===== config.mk =====
export PLATFORM = sky130hd
export DESIGN_NAME = regfile_param
export DESIGN_NICKNAME = d
export VERILOG_FILES = /design/src/rtl/regfile_param.sv
export SDC_FILE = /design/constraint.sdc
export NUM_CORES = 1
export LEC_CHECK = 0
export ABC_AREA = 1
export BUFFER_PORTS_ARGS = -buffer_cell sky130_fd_sc_hd__buf_2
export CORE_UTILIZATION = 25
export CTS_BUF_LIST = sky130_fd_sc_hd__clkbuf_4 sky130_fd_sc_hd__clkbuf_8
export DETAILED_ROUTE_END_ITERATION = 8
export HOLD_SLACK_MARGIN = 0.1
export REMOVE_ABC_BUFFERS = 1
export SYNTH_ARGS = -nofsm -noshare
export SYNTH_HDL_FRONTEND = slang
export SYNTH_SLANG_ARGS = --single-unit

===== constraint.sdc =====
create_clock -name clk -period 2.1 [get_ports clk]
set_input_delay 0.42 -clock clk [delete_from_list [all_inputs] [get_ports clk]]
set_output_delay 0.42 -clock clk [all_outputs]
set_load 0.01 [all_outputs]

===== src/rtl/regfile_param.sv =====
// Parameterized two-read/one-write register file with busy (scoreboard) bits
// and a post-reset CLEAR sequence that zeroes every entry one per cycle.
module regfile_param #(
  parameter int WIDTH    = 16,
  parameter int DEPTH    = 16,
  parameter bit ZERO_REG = 1'b0,
  parameter bit BYPASS   = 1'b1,
  localparam int AW      = $clog2(DEPTH)
) (
  input  logic             clk,
  input  logic             rst,
  input  logic             write,
  input  logic [AW-1:0]    WriteAddress,
  input  logic [WIDTH-1:0] WriteData,
  input  logic             Reserve,
  input  logic [AW-1:0]    ReserveAddr,
  input  logic [AW-1:0]    ReadAddrA,
  input  logic [AW-1:0]    ReadAddrB,
  output logic [WIDTH-1:0] DataOutputA,
  output logic [WIDTH-1:0] DataOutputB,
  output logic             BusyA,
  output logic             BusyB,
  output logic             Ready,
  output logic             WriteDropped
);

  typedef enum logic [0:0] {
    ST_CLEAR = 1'b0,
    ST_RUN   = 1'b1
  } state_e;

  state_e            state_q, state_d;
  logic [AW-1:0]     clr_ptr_q, clr_ptr_d;
  logic              ready_q, ready_d;
  logic              dropped_q, dropped_d;
  logic [WIDTH-1:0]  mem_q [DEPTH];
  logic [DEPTH-1:0]  busy_q;

  logic              run_s;
  logic              wr_en_s;
  logic              res_en_s;
  logic              zero_a_s;
  logic              zero_b_s;
  logic              hit_a_s;
  logic              hit_b_s;

  assign run_s    = (state_q == ST_RUN);
  assign zero_a_s = ZERO_REG && (ReadAddrA == {AW{1'b0}});
  assign zero_b_s = ZERO_REG && (ReadAddrB == {AW{1'b0}});
  // Address 0 is hardwired under ZERO_REG, so its writes/reserves vanish silently.
  assign wr_en_s  = run_s && write &&
                    !(ZERO_REG && (WriteAddress == {AW{1'b0}}));
  assign res_en_s = run_s && Reserve &&
                    !(ZERO_REG && (ReserveAddr == {AW{1'b0}}));
  assign hit_a_s  = BYPASS && wr_en_s && (ReadAddrA == WriteAddress);
  assign hit_b_s  = BYPASS && wr_en_s && (ReadAddrB == WriteAddress);

  always_comb begin
    state_d   = state_q;
    clr_ptr_d = clr_ptr_q;
    dropped_d = 1'b0;
    case (state_q)
      ST_CLEAR: begin
        dropped_d = write | Reserve;
        if (clr_ptr_q == {AW{1'b1}}) begin
          state_d   = ST_RUN;
          clr_ptr_d = {AW{1'b0}};
        end else begin
          clr_ptr_d = clr_ptr_q + {{(AW-1){1'b0}}, 1'b1};
        end
      end
      ST_RUN: begin
        state_d = ST_RUN;
      end
      default: begin
        state_d   = ST_CLEAR;
        clr_ptr_d = {AW{1'b0}};
      end
    endcase
    ready_d = (state_d == ST_RUN);
  end

  always_ff @(posedge clk or posedge rst) begin
    if (rst) begin
      state_q   <= ST_CLEAR;
      clr_ptr_q <= {AW{1'b0}};
      ready_q   <= 1'b0;
      dropped_q <= 1'b0;
    end else begin
      state_q   <= state_d;
      clr_ptr_q <= clr_ptr_d;
      ready_q   <= ready_d;
      dropped_q <= dropped_d;
    end
  end

  // Storage is deliberately not reset; CLEAR zeroes it. Reserve is applied
  // after the write so that a same-cycle write+reserve leaves busy set.
  always_ff @(posedge clk) begin
    if (rst) begin
      busy_q <= busy_q;
    end else if (state_q == ST_CLEAR) begin
      mem_q[clr_ptr_q]  <= {WIDTH{1'b0}};
      busy_q[clr_ptr_q] <= 1'b0;
    end else begin
      if (wr_en_s) begin
        mem_q[WriteAddress]  <= WriteData;
        busy_q[WriteAddress] <= 1'b0;
      end
      if (res_en_s) begin
        busy_q[ReserveAddr] <= 1'b1;
      end
    end
  end

  always_comb begin
    DataOutputA = {WIDTH{1'b0}};
    BusyA       = 1'b0;
    if (run_s && !zero_a_s) begin
      DataOutputA = hit_a_s ? WriteData : mem_q[ReadAddrA];
      BusyA       = busy_q[ReadAddrA];
    end else begin
      DataOutputA = {WIDTH{1'b0}};
      BusyA       = 1'b0;
    end
  end

  always_comb begin
    DataOutputB = {WIDTH{1'b0}};
    BusyB       = 1'b0;
    if (run_s && !zero_b_s) begin
      DataOutputB = hit_b_s ? WriteData : mem_q[ReadAddrB];
      BusyB       = busy_q[ReadAddrB];
    end else begin
      DataOutputB = {WIDTH{1'b0}};
      BusyB       = 1'b0;
    end
  end

  assign Ready        = ready_q;
  assign WriteDropped = dropped_q;

endmodule


* Word level (Yosys, flattened, before mapping)
Memory sizes are Yosys's and may differ from the RTL's.
Index checks and enable logic that the tools add are counted.
** Operators by class
- Add/subtract/negate cells :: 1
- $lt $le $gt $ge :: 8
- Equal/unequal tests :: 3
- Mux-type cells :: 35
- Bitwise operators :: 7
- Reduce and logical (&&, ||, !) cells :: 8
** Operators by type and width (count)
- $mux 16 :: 10
- $and 16x16->16 :: 2
- $not 16->16 :: 2
- $lt 4x5->1 const B :: 5
- $mux 1 :: 17
- $or 16x16->16 :: 1
- $reduce_or 16->1 :: 1
- $demux 1 s4 :: 3
- $ge 4x1->1 const B :: 3
- $bmux 1 s4 :: 2
- $eq 4x4->1 :: 2
- $mux 4 :: 2
- $logic_and 1x1->1 :: 7
- $add 4x1->4 const B :: 1
- $eq 4x4->1 const B :: 1
- $pmux 1 s2 :: 1
- $not 1->1 :: 1
- $or 1x1->1 :: 1
** Word-level totals
- Register bits after elaboration :: 22
- RAM bits :: 256
- Input port bits :: 36
- Output and inout bits :: 36
- Memories kept :: 1
** Memories
- mem_q :: words 16, bits a word 16, rd ports 2, clocked after Yosys merged registers in 0, write ports 1, RTL line 36 : logic [WIDTH-1:0] mem_q [DEPTH];

* Longest topological paths before layout
Gate-level depths: netlist of run 1.
- Depth after elaboration :: 12
- Depth in mapped cells :: 11
- Gate-level depth less buffers :: 9

* Worst setup path after synthesis of run 1
OpenSTA, ideal clock, no wires.
- Kind :: input -> register
- From :: input rst
- To :: memory mem_q[3][0] (enable)
- Data arrival time :: 2.260 ns
- Setup slack :: -0.548 ns
- Stages on the path :: 6
- Cells stage by stage :: inv_1 > nand2_2 > buf_6 > o21ai_2 > nand2_1 > nor2_1
** Between the ends
- Longest elaborated chain between the ends :: 4
- Elaborated cells between the ends (all ways) :: 7
- Classes of those cells :: mux: 6; reduce/logical: 1
** RTL lines
- start, declared :: RTL line 11 : input logic rst,
- $mux 1 :: RTL line 100 : if (rst) begin
- $mux 1 (implied by the code) :: RTL line 107 : mem_q[WriteAddress] <= WriteData;
- $reduce_or 16->1 (no source line)
- $mux 4 (no source line) or $mux 1 (tied branches)
- end, declared :: RTL line 36
Parallel ways exist; a longest one is shown, timed or not.

==> results list, run 1 <==
* Synth cell count leaders: nand2_1 (597), nand3_1 (500), inv_1 (361)
- Routed wirelength normalized by instance count: 18.2 um
- The biggest area contributor in the post-synthesis netlist is edfxtp_1.
- Clock latency on the worst-skew pair, taken at its later pin, is 0.62 ns.
- Slew at the pin closest to its max-slew limit: 0.928 ns
- Sinks on Clock Net: 278
* Number of inserted diodes: 0
* RD Place Congestion: 0.867
- Count of nets left with antenna violations after detail routing: 0
- The final layout contains routed wiring with a total length of 56800 um.
- Dominant cell by count in the synthesized netlist: nand2_1
* Root cell of the clock tree: clkbuf_8
- Timing would allow up to 392 MHz.
- In the synthesized netlist the async set-or-reset flop fraction comes to 2.16%.
- Std-Cell Core Area: 63300 um^2
- Die boundary width: 256 um
- Wire length of the first global-routing pass: 84800 um
- Required time at the endpoint of the critical path: 1.68 ns
- In the final layout, the share of cells above drive strength 1 is 20.2%.
- The total overflow left after global routing is 0.
- Top Family by Delay on Critical Path: simple AND/OR/NAND/NOR gates
* Post-layout min period: 2.55 ns
* Die outline height: 256 um
* Inserted Clock Buffers: 48
- Antenna violations before repair: 1
* Critical path fanouts, max: 7
- STA puts the critical path data arrival time at 2.13 ns.
* Run status: complete, but fails checks
- Effective utilization at floorplan: 25.4%
- Leakage power: 0.00944 uW
- After detailed routing, the number of remaining DRC violations is 0.
- Total number of cells along the worst setup path: 10
- The count of final hold-check violations is 0.
- Measured against its own limit, the worst slew margin works out to 37.9%.
- Reg-to-reg slack, setup: 0.05 ns
- Using the TritonRoute via totals, the vias-per-cell ratio works out to 4.73.
- Walking the worst path, the cells encountered are nand2_4 > clkinv_4 > o21ai_2 > nor2_2 > nand2_4 > clkbuf_16 > nand3_1 > nand2_1 > inv_1 > buf_2.
- Final setup viols: 34
- After synthesis, the largest area contributor takes up 50.8% of total cell area.
* Cell with the biggest individual delay on the critical path: dfrtp_2
* Peak VDD IR: 0.337 mV
- Finished layout cell area: 20700 um^2
- Number of pins with negative max-slew slack in the final report: 0
- For this design the ratio of total power to cell area is 656 nW/um^2.
- The cell count after synthesis came out at 2043.
- Relative to the synthesized area, the layout overhead comes to 28.7%.
- Hold/Removal Path Class: in2reg
* Initial DRT Pass Iterations: 5
* Flip-flop cell with the highest count after synthesis: edfxtp_1
- Sequential fraction of the synthesis area: 51.7%
- During I/O placement, the number of pins put on the boundary was 72.
- Mean post-synth cell area: 7.88 um^2
* Setup crit end kind: primary output
- Number of cells on the worst reg-to-reg path: 10
- In this run the core area contains 92 standard-cell rows.
- Clock skew: 0.0218 ns
- The worst path uses 121% of the clock period.
- Summed over all failing endpoints, the final setup total negative slack is -12.07 ns.
- The largest single stage delay on the critical path is 0.42 ns.
- Together, buffers and inverters on the worst path number 4.
* Clock slew at the register clock pins of the worst setup and hold paths: 0.06 ns
- Most used cell, CP: nand2_4
- The worst setup path is launched from a register.
- After synthesis the netlist holds a flip-flop and latch count of 278.
- Across all layers, the routed design uses 14700 vias.
* CTS tree: built
* Iter 0 DRT Violations: 1570
- The number of different library cells used by synthesis comes to 28.
* Clk buf depth: 3
- Count of H-tree levels built during CTS: 2
- Floorplan die area: 65400 um^2
* Port-buffer cells: 71
- Cells fill 32.7% of the core in the end.
* Smallest setup slack after layout: -0.450 ns
* Post-detail-place hpwl: 37800 um
* Synthesized cell area: 16100 um^2
* Max-cap violations: 0
* Largest net degree at the start of global routing: 36
- Total power consumption of the routed design: 13600 uW
- Count of yosys warnings during synthesis: 0
- The checks that failed: setup timing.
- Hold path cells: 3
- GRT Resource Usage Total: 16.9%
* Net count reported at finish: 2271
* Class of the most critical setup path: reg2out
- In this run, synthesis inferred 272 flip-flops with an integrated enable.
- In the post-synthesis netlist, the biggest area contributors are edfxtp_1 (51%), nand3_1 (16%), nand2_1 (14%).
* Placement Cell Area: 18600 um^2
- Via count of the first global-routing pass: 13900
- Setup repair after global routing could not meet its margin everywhere.
[cell type report]
class                           count  area (um^2)
Inverter                          374         1420
Clock inverter                     28          265
Tap cell                          846         1060
Sequential cell                   278         8320
Multi-Input combinational cell   1269         6200
Clock buffer                       60          763
Fill cell                        6631        42600
Timing Repair Buffer              260         2680
[worst register-to-register path: cells and delay by family (launching register included)]
family                 cells  cell delay (ns)
buffers and inverters      5             0.71
AND/OR/NAND/NOR            4             0.53
flip-flops                 1             0.42
AO/OA/AOI/OAI              1             0.07
[state kept, by name, summed over array words and instances (netlist names)]
name	cells
WriteDropped	1
Ready	1
clr_ptr_q	4
busy_q	16
mem_q	256
[layout by cell type, fill, tap and decap left out, types with 2 or more instances in the layout]
cell type,netlist,final
nand2_1,597,581
nand3_1,500,478
inv_1,361,351
edfxtp_1,272,272
buf_4,12,114
buf_2,55,62
buf_12,0,56
clkbuf_8,0,50
nor2_1,59,28
o21ai_2,2,20
buf_6,18,20
o21ai_1,37,19
nor2_2,0,18
inv_2,9,17
o21ai_0,22,16
clkinv_1,3,15
nand3_2,0,15
nand2_2,4,14
o211ai_1,13,13
nor2_4,0,13
clkbuf_4,0,10
o221ai_1,9,9
a21oi_1,12,8
clkinv_2,1,7
nand3_4,0,7
o21ai_4,0,6
dfrtp_1,6,5
nand2_4,0,5
bufinv_16,0,5
ha_1,4,4
a31oi_1,3,3
xor2_1,3,3
a21oi_2,0,3
dlygate4sd3_1,0,3
clkinv_4,0,2
inv_4,0,2
buf_16,0,2
clkbuf_16,0,2
[cell families (layout without fill, tap and decap cells)]
logic type	count (synthesis)	in the layout	synth area share (%)
adder cells (fa/ha/maj)	4	4	0.311
AND/OR/NAND/NOR	1163	1163	31.1
flip-flops	278	278	51.7
AO/OA/AOI/OAI	99	99	3.58
XOR/XNOR	3	3	0.163
buffers and inverters	496	722	13.1
[through the flow]
step | hold WS (ns) | cells | setup WS [ns]
2_1_floorplan | 0.413 | 1921 | -1.42
3_3_place_gp | 0.552 | 2996 | -0.152
3_5_place_dp | 0.551 | 2996 | -0.202
4_1_cts | 0.217 | 3101 | -0.437
5_1_grt | 0.248 | 3115 | -0.543
6_report | 0.253 | 3115 | -0.450
[timing repair]
action | CTS | global route
gates cloned | 4 | 2
hold buffers | 3 | 0
hold endpoints to repair | 7 | 0
setup endpoints to repair | 209 | 243
pin swaps | 20 | 25
resized for setup | 107 | 58
setup buffers | 10 | 15
[routing by layer]
layer / track usage [%] / routed length (um) / vias up / part of all wire [%]
li1: - / - / 6997 / -
met1: 21.9 / 23400 / 6849 / 41
met2: 27.3 / 26400 / 715 / 46
met3: 2.39 / 4520 / 165 / 7.9
met4: 8.57 / 2560 / 2 / 4.5
met5: 0 / 13 / - / 0.023
[path summary, 6_finish.rpt]
path | startpoint | endpoint
max | Ready | DataOutputA[7]
min | ReserveAddr[2] | busy_q[15]
max reg2reg | Ready | mem_q[15][7]
min reg2reg | clr_ptr_q[3] | clr_ptr_q[3]
max in group asynchronous | rst | Ready
min in group asynchronous | rst | clr_ptr_q[1]
[power breakdown]
part / switching, uW / internal (uW)
combinational: 1260 / 767
clock: 2400 / 3020
sequential: 16.8 / 6110
total: 3680 / 9900
Note: power is estimated with default switching activity, not from simulation.
==> run 2, diff against run 1 <==
--- a/config.mk
+++ b/config.mk
@@ -11,6 +11,7 @@
 export CTS_BUF_LIST = sky130_fd_sc_hd__clkbuf_4 sky130_fd_sc_hd__clkbuf_8
 export DETAILED_ROUTE_END_ITERATION = 8
 export HOLD_SLACK_MARGIN = 0.1
+export PLACE_DENSITY = 0.38
 export REMOVE_ABC_BUFFERS = 1
 export SYNTH_ARGS = -nofsm -noshare
 export SYNTH_HDL_FRONTEND = slang
==> run 2 against run 1 <==
  * The run still ends with setup timing left
  * Setup slack got worse by 0.024 ns
  * Combinational power is 3% higher
  * Sequential power about the same
  * Critical endpoint is now DataOutputA[8]
  * Largest cell class unchanged
  * Largest power group unchanged
==> results list, run 2 (synthesis results as in run 1) <==
- Floorplan die area: 65400 um^2 (unchanged)
- The vertical die dimension is 256 um (unchanged).
* Std-Cell Core Area: 63300 um^2 (unchanged)
* CP startpoint kind: register
- Final setup viols: 89 (+160%)
- Routed wirelength normalized by instance count: 21.3 um (+17%)
- TritonCTS built the clock tree.
- The highest achievable clock rate came to 388 MHz (-0.94%).
- Clock latency on the worst-skew pair: 0.65 ns (+0.03 ns)
- Failing checks: setup timing
* Peak VDD IR: 0.435 mV (+29%)
- Fraction of final layout cells sized beyond drive strength 1: 20.5% (+0.30 points)
* Critical path cell sequence: nand2_4 > clkinv_4 > buf_6 > o21ai_2 > nor2_2 > nand2_4 > buf_12 > o21ai_1 > inv_1 > nand2_1 > inv_1 > buf_2
- GRT Resource Usage Total: 19.9% (+3.0 points)
- The worst relative slew slack came to 47.0% (+9.0 points).
- Count of nets left with antenna violations after detail routing: 0 (unchanged)
* Clk buf depth: 3 (unchanged)
* Via count of the first global-routing pass: 14300 (+2.8%)
* Signal arrival time at the worst endpoint: 2.15 ns (+0.02 ns)
* Final Routed Wirelength: 66700 um (+17%)
- The DRC violation count after routing came to 0 (unchanged).
* Register name with the most flops: mem_q
- Number of pins with negative max-slew slack in the final report: 0 (unchanged)
- The total congestion overflow is 0 (unchanged).
* Slew at the pin closest to its max-slew limit: 0.795 ns (-0.133 ns)
* Required time at the endpoint of the critical path: 1.68 ns (about the same)
* Wire length of the first global-routing pass: 96200 um (+13%)
- The largest registers in the layout are mem_q: 256 flops, busy_q: 16 flops, clr_ptr_q: 4 flops.
- The share of the core filled with cells was 33.4% (+0.72 points).
- Total Negative Setup Slacks: -17.03 ns (-4.96 ns)
- Run status: complete, but fails checks
- Total power divided by cell area: 647 nW/um^2 (-1.3%)
- # fillers: 6608 (-0.35%)
- Biggest cell delay along the critical path: 0.39 ns (-0.03 ns)
- Leaving out fill and tap cells, the most frequent cell in the layout is nand2_1.
- RSZ-0062 raised after global routing: true
- Hold/Removal Path Class: in2reg
- From synthesis to final layout, the design area changed by 31.5%.
- The width of the die was 256 um (unchanged).
- Net count reported at finish: 2282 (+0.48%)
- Smallest setup slack after layout: -0.474 ns (-0.0241 ns)
- Clock skew: 0.0195 ns (-0.00229 ns)
- Sinks on Clock Net: 278 (unchanged)
* Class of the most critical setup path: reg2out
- The number of instances in the placed design came to 2993 (-0.10%).
- Cell with the biggest individual delay on the critical path: dfrtp_2
- Largest net degree at the start of global routing: 45 (+25%)
* Inserted Clock Buffers: 54 (+13%)
- The placement row count was 92 (unchanged).
- The tree is rooted in a clkbuf_8.
- The time the final worst path needs with I/O delays and setup is 2.57 ns (+0.0241 ns).
* Vias per inst: 4.77 (+0.97%)
- The total placed instance area came to 18800 um^2 (+0.71%).
- Most frequent cells in the layout: nand2_1 (588), nand3_1 (481), inv_1 (354)
* Antenna violations before repair: 0 (-1)
* Count of vias placed by the detailed router: 14900 (+1.5%)
* Post-detail-place hpwl: 42000 um (+11%)
- The weighted congestion reported at the end of routability-driven placement came to 0.825 (-4.9%).
- Leakage power: 0.00960 uW (+1.6%)
* Clock slew at the register clock pins of the worst setup and hold paths: 0.06 ns (about the same)
* Effective utilization at floorplan: 25.4% (unchanged)
- The count of non-filler cells in the finished layout came to 3131 (+0.51%).
- Setup crit end kind: primary output
* Count of H-tree levels built during CTS: 2 (unchanged)
- Critical path fanouts, max: 7 (unchanged)
- The final non-filler cell area was 21200 um^2 (+2.2%).
- Initial DRT Pass Iterations: 5 (unchanged)
* Max reg flops: 256 (unchanged)
- The count of input and output buffers is 71 (unchanged).
* Final number of hold-violating endpoints: 0 (unchanged)
- Max-cap violations: 0 (unchanged)
- The final critical-path share of the clock period was 123% (+1.1 points).
- The I/O pin count came to 72 (unchanged).
- Iter 0 DRT Violations: 1287 (-18%)
- Number of inserted diodes: 0 (unchanged)
==> run 2: cell types whose count changed in the layout (fill, tap and decap cells not counted), moves of 4 or more <==
cell       delta
nand2_1       +7
buf_8        +10
o21ai_2       +8
bufinv_16     -4
nand2_2       -8
nor2_2       -10
clkbuf_4     +15
buf_12       +14
nor2_4       +13
o21ai_1       -8
clkbuf_8      +5
buf_4        -21
clkinv_2      -5
==> run 2: final timing paths <==
path	endpoint	slack (ns)	cells past startpoint	startpoint
worst max register to register	mem_q[3][11]	-0.09	12	Ready
max in group asynchronous	Ready	1.30	4	rst
min in group asynchronous	clr_ptr_q[0]	0.55	4	rst
worst min register to register	clr_ptr_q[3]	0.58	1	clr_ptr_q[3]
worst min-delay path	busy_q[15]	0.23	3	ReserveAddr[3]
worst max-delay path	DataOutputA[8]	-0.47	12	Ready
==> run 2: layout make-up <==
cell class                      instances  area, um^2  share of cell area (%)
Clock inverter                         19         104                   0.491
Inverter                              374        1420                    6.69
Timing Repair Buffer                  265        3070                    14.5
Clock buffer                           80         945                    4.46
Sequential cell                       278        8320                    39.3
Tap cell                              846        1060                    5.00
Multi-Input combinational cell       1269        6250                    29.5
==> run 2: what timing repair did <==
| action | CTS | global route |
|---|---|---|
| pin swaps | 28 | 14 |
| gates resized for setup | 121 | 72 |
| hold endpoints to repair | 7 | 0 |
| setup buffers | 10 | 17 |
| setup endpoints to repair | 296 | 263 |
| hold buffers | 3 | 0 |
| gates cloned | 7 | 4 |
==> run 2: worst max-delay path, delay by kind of cell (launching register included) <==
| kind | cells | cell delay [ns] |
|---|---|---|
| flops | 1 | 0.39 |
| buf+inv | 6 | 0.54 |
| compound gates | 2 | 0.17 |
| simple gates | 4 | 0.39 |
==> run 2: metal layers <==
| metal | track usage, % | vias to the layer above | routed length [um] |
|---|---|---|---|
| met5 | 0 | - | 0 |
| met4 | 5.11 | 0 | 1410 |
| li1 | - | 7038 | - |
| met1 | 28.5 | 7355 | 31400 |
| met2 | 31.1 | 486 | 30200 |
| met3 | 3.04 | 68 | 3690 |
==> run 2: power by group <==
| group | internal [uW] | total [uW] | switching (uW) |
|---|---|---|---|
| clock | 2970 | 5480 | 2510 |
| combinational | 777 | 2090 | 1310 |
| sequential | 6110 | 6130 | 16.4 |
==> run 2: metrics by stage <==
step                setup WS (ns)  hold WS (ns)  total power (uW)
finish                     -0.474         0.225             13700
global route               -0.622         0.234             14200
CTS                        -0.570         0.170             13800
floorplan                   -1.42         0.413              7080
detailed placement         -0.276         0.565              8160
global placement           -0.298         0.564              8160
==> run 3, diff against run 2 <==
--- a/config.mk
+++ b/config.mk
@@ -7,6 +7,7 @@
 export LEC_CHECK = 0
 export ABC_AREA = 1
 export BUFFER_PORTS_ARGS = -buffer_cell sky130_fd_sc_hd__buf_2
+export CORE_ASPECT_RATIO = 0.5
 export CORE_UTILIZATION = 25
 export CTS_BUF_LIST = sky130_fd_sc_hd__clkbuf_4 sky130_fd_sc_hd__clkbuf_8
 export DETAILED_ROUTE_END_ITERATION = 8
==> run 3 against run 2 <==
  * The flow still finishes with violations (setup timing)
  * Combinational power fell by 4%
  * Setup slack got worse by 0.031 ns
  * Sequential share of layout area rose by 1.0 points
  * Largest power group unchanged
  * Die area barely moved
  * Sequential power barely moved
  * Register-to-register slack got worse by 0.07 ns
  * Power fell by 5.5%
  * Critical path type unchanged
==> results list, run 3 (synthesis results as in run 1) <==
* Count of vias placed by the detailed router: 14700 (-1.5%)
- Startpoint of the most critical register-to-register path: Ready
- Initial DRT Pass Iterations: 5 (unchanged)
- CP startpoint kind: register
* Count of H-tree levels built during CTS: 2 (unchanged)
* Pint: 9250 uW (-6.2%)
- The post-detailed-placement half-perimeter wirelength came to 42200 um (+0.39%).
- The net load switching power is 3700 uW (-3.5%).
- The number of flip-flops under the largest register name is 256 (unchanged).
- Global-route met1 utilization: 28.2% (-0.22 points)
- Final number of hold-violating endpoints: 0 (unchanged)
- Root cell of the clock tree: clkbuf_8
- Top flop regs: mem_q: 256 flops, busy_q: 16 flops, clr_ptr_q: 4 flops
- The worst setup slack after layout came to -0.506 ns (-0.0311 ns).
- The final critical-path share of the clock period is 124% (+1.5 points).
* Final Routed Wirelength: 65900 um (-1.2%)
- Grt met2 use: 31.3% (+0.27 points)
- The time the final worst path needs with I/O delays and setup was 2.61 ns (+0.0311 ns).
* CTS tree: built
- The sequential share of power came to 47.3% (+2.6 points).
- Die boundary width: 361 um (+41%)
* Busiest layer in global routing: met2
- The maximum number of pins on one net before global-route repair is 66 (+47%).
- Sinks on Clock Net: 278 (unchanged)
* Slew headroom: 46.7% (-0.29 points)
- Final routed DRC violation total: 0 (unchanged)
* Slew at the pin closest to its max-slew limit: 0.797 ns (+0.00222 ns)
* Signal arrival time at the worst endpoint: 2.19 ns (+0.04 ns)
- The switching share of total power is 28.6% (+0.57 points).
- Via count of the first global-routing pass: 14300 (-0.15%)
- The insertion delay of the later-clocked pin in the worst-skew pair was 0.62 ns (-0.03 ns).
- Worst hold start: ReserveAddr[2]
* Clk buf depth: 3 (unchanged)
- The count of input and output buffers is 71 (unchanged).
* Clock skew: 0.0179 ns (-0.00164 ns)
- The weighted congestion reported at the end of routability-driven placement came to 0.835 (+1.2%).
- Setup crit end kind: primary output
* Register name with the most flops: mem_q
- Grt total ovfl: 0 (unchanged)
- Post-Route Utilization: 32.5% (-0.88 points)
- Clock slew at the register clock pins of the worst setup and hold paths: 0.06 ns (about the same)
- The initial cell density of the core is 25.4% (about the same).
- Beginning of the critical path: Ready
* Required time at the endpoint of the critical path: 1.68 ns (about the same)
- GR Layer Usage met3: 3.28% (+0.24 points)
* GRT Resource Usage Total: 19.9% (+0.077 points)
* Area Overhead vs Synth: 28.1%
* Placement Rows: 65 (-29%)
* Max-cap violations: 0 (unchanged)
* Floorplan die area: 65500 um^2 (about the same)
* Routed wirelength normalized by instance count: 21.2 um (-0.43%)
* Most common cell after layout, fill and taps aside: nand2_1
- The number of antenna violations at the first check in global routing was 2 (+2).
- The highest achievable clock rate came to 384 MHz (-1.2%).
- The portion of total power attributed to the clock network was 37.2% (-2.8 points).
- Wire length of the first global-routing pass: 96200 um (about the same)
- The highest net fanout along the worst path is 7 (unchanged).
- Peak VDD IR: 0.341 mV (-22%)
* Hold/Removal Path Class: in2reg
- Number of inserted diodes: 0 (unchanged)
- Total power divided by cell area: 628 nW/um^2 (-3.0%)
- Leakage power: 0.00937 uW (-2.3%)
* RSZ-0062 raised after global routing: true
* Total power consumption of the routed design: 13000 uW (-5.5%)
* Net count reported at finish: 2279 (-0.13%)
- The vertical die dimension came to 181 um (-29%).
- Boundary pin count: 72 (unchanged)
- The critical path is of the reg2out type.
- Std-Cell Core Area: 63400 um^2 (about the same)
* Inserted Clock Buffers: 48 (-11%)
- Most frequent cells in the layout: nand2_1 (591), nand3_1 (485), inv_1 (357)
* Count of nets left with antenna violations after detail routing: 0 (unchanged)
- The share of power burned in combinational logic came to 15.5% (+0.2 points).
- Iter 0 DRT Violations: 1140 (-11%)
- Vias per inst: 4.74 (-0.76%)
- The fraction of layout instances using a drive strength above 1 is 19.4% (-1.1 points).
* Number of pins with negative max-slew slack in the final report: 0 (unchanged)
- The checks that failed: setup timing.
- Run status: complete, but fails checks
* Final setup viols: 281 (+220%)
-- run 3: critical path: stages (launching register included) --
cell and delay, ns:
dfrtp_2 0.38, nand2_4 0.06, clkinv_4 0.05, buf_12 0.10, o21ai_4 0.05, nor2_4 0.17, nand2_8 0.14, buf_12 0.20
o21ai_2 0.10, inv_1 0.06, nand2_1 0.07, inv_1 0.04, buf_2 0.13
-- run 3: stage by stage --
stage	std cells	cell area, um^2	setup slack [ns]	TNS [ns]	hold slack (ns)
6_report	3107	20600	-0.506	-29.08	0.277
5_1_grt	3107	20600	-0.660	-52.45	0.281
4_1_cts	3093	20100	-0.544	-16.41	0.221
3_5_place_dp	2992	18700	-0.282	-73.63	0.559
3_3_place_gp	2992	18700	-0.272	-72.78	0.564
2_1_floorplan	1921	15400	-1.42	-248.18	0.413
-- run 3: power groups by stage --
stage               sequential (uW)  combinational, uW  clock, uW
floorplan                      6230                849          0
global placement               6240               1900          0
detailed placement             6240               1890          0
CTS                            6120               1960       4960
global route                   6120               2190       5180
finish                         6120               2010       4820
-- run 3: path summary, 6_finish.rpt --
path | end | cells after the start | slack [ns]
setup / recovery | DataOutputA[8] | 12 | -0.51
hold / removal | busy_q[15] | 3 | 0.28
setup reg to reg | mem_q[2][6] | 11 | -0.16
hold reg to reg | clr_ptr_q[3] | 1 | 0.59
max in group asynchronous | Ready | 4 | 1.29
min in group asynchronous | clr_ptr_q[1] | 4 | 0.55
-- run 3: what timing repair did --
item	CTS	global route
pin swaps	9	15
resized for setup	78	89
gates cloned	6	2
setup endpoints to repair	294	233
buffers inserted	11	19
hold buffers	3	0
endpoints found under the hold margin	7	0
-- run 3: layout make-up --
type                    count  area, um^2
repair buffers            268        2820
inverters                 374        1420
multi-input cells        1269        6150
well taps                 837        1050
clock buffers              65         795
fillers                  6671       42700
flip-flops and latches    278        8320
clock inverters            16        68.8
-- run 3: metal layers --
layer  wire, um  vias up
met5         27        -
met4       1500        4
met3       4080      103
met2      29300      464
met1      31000     7138
li1           -     7010
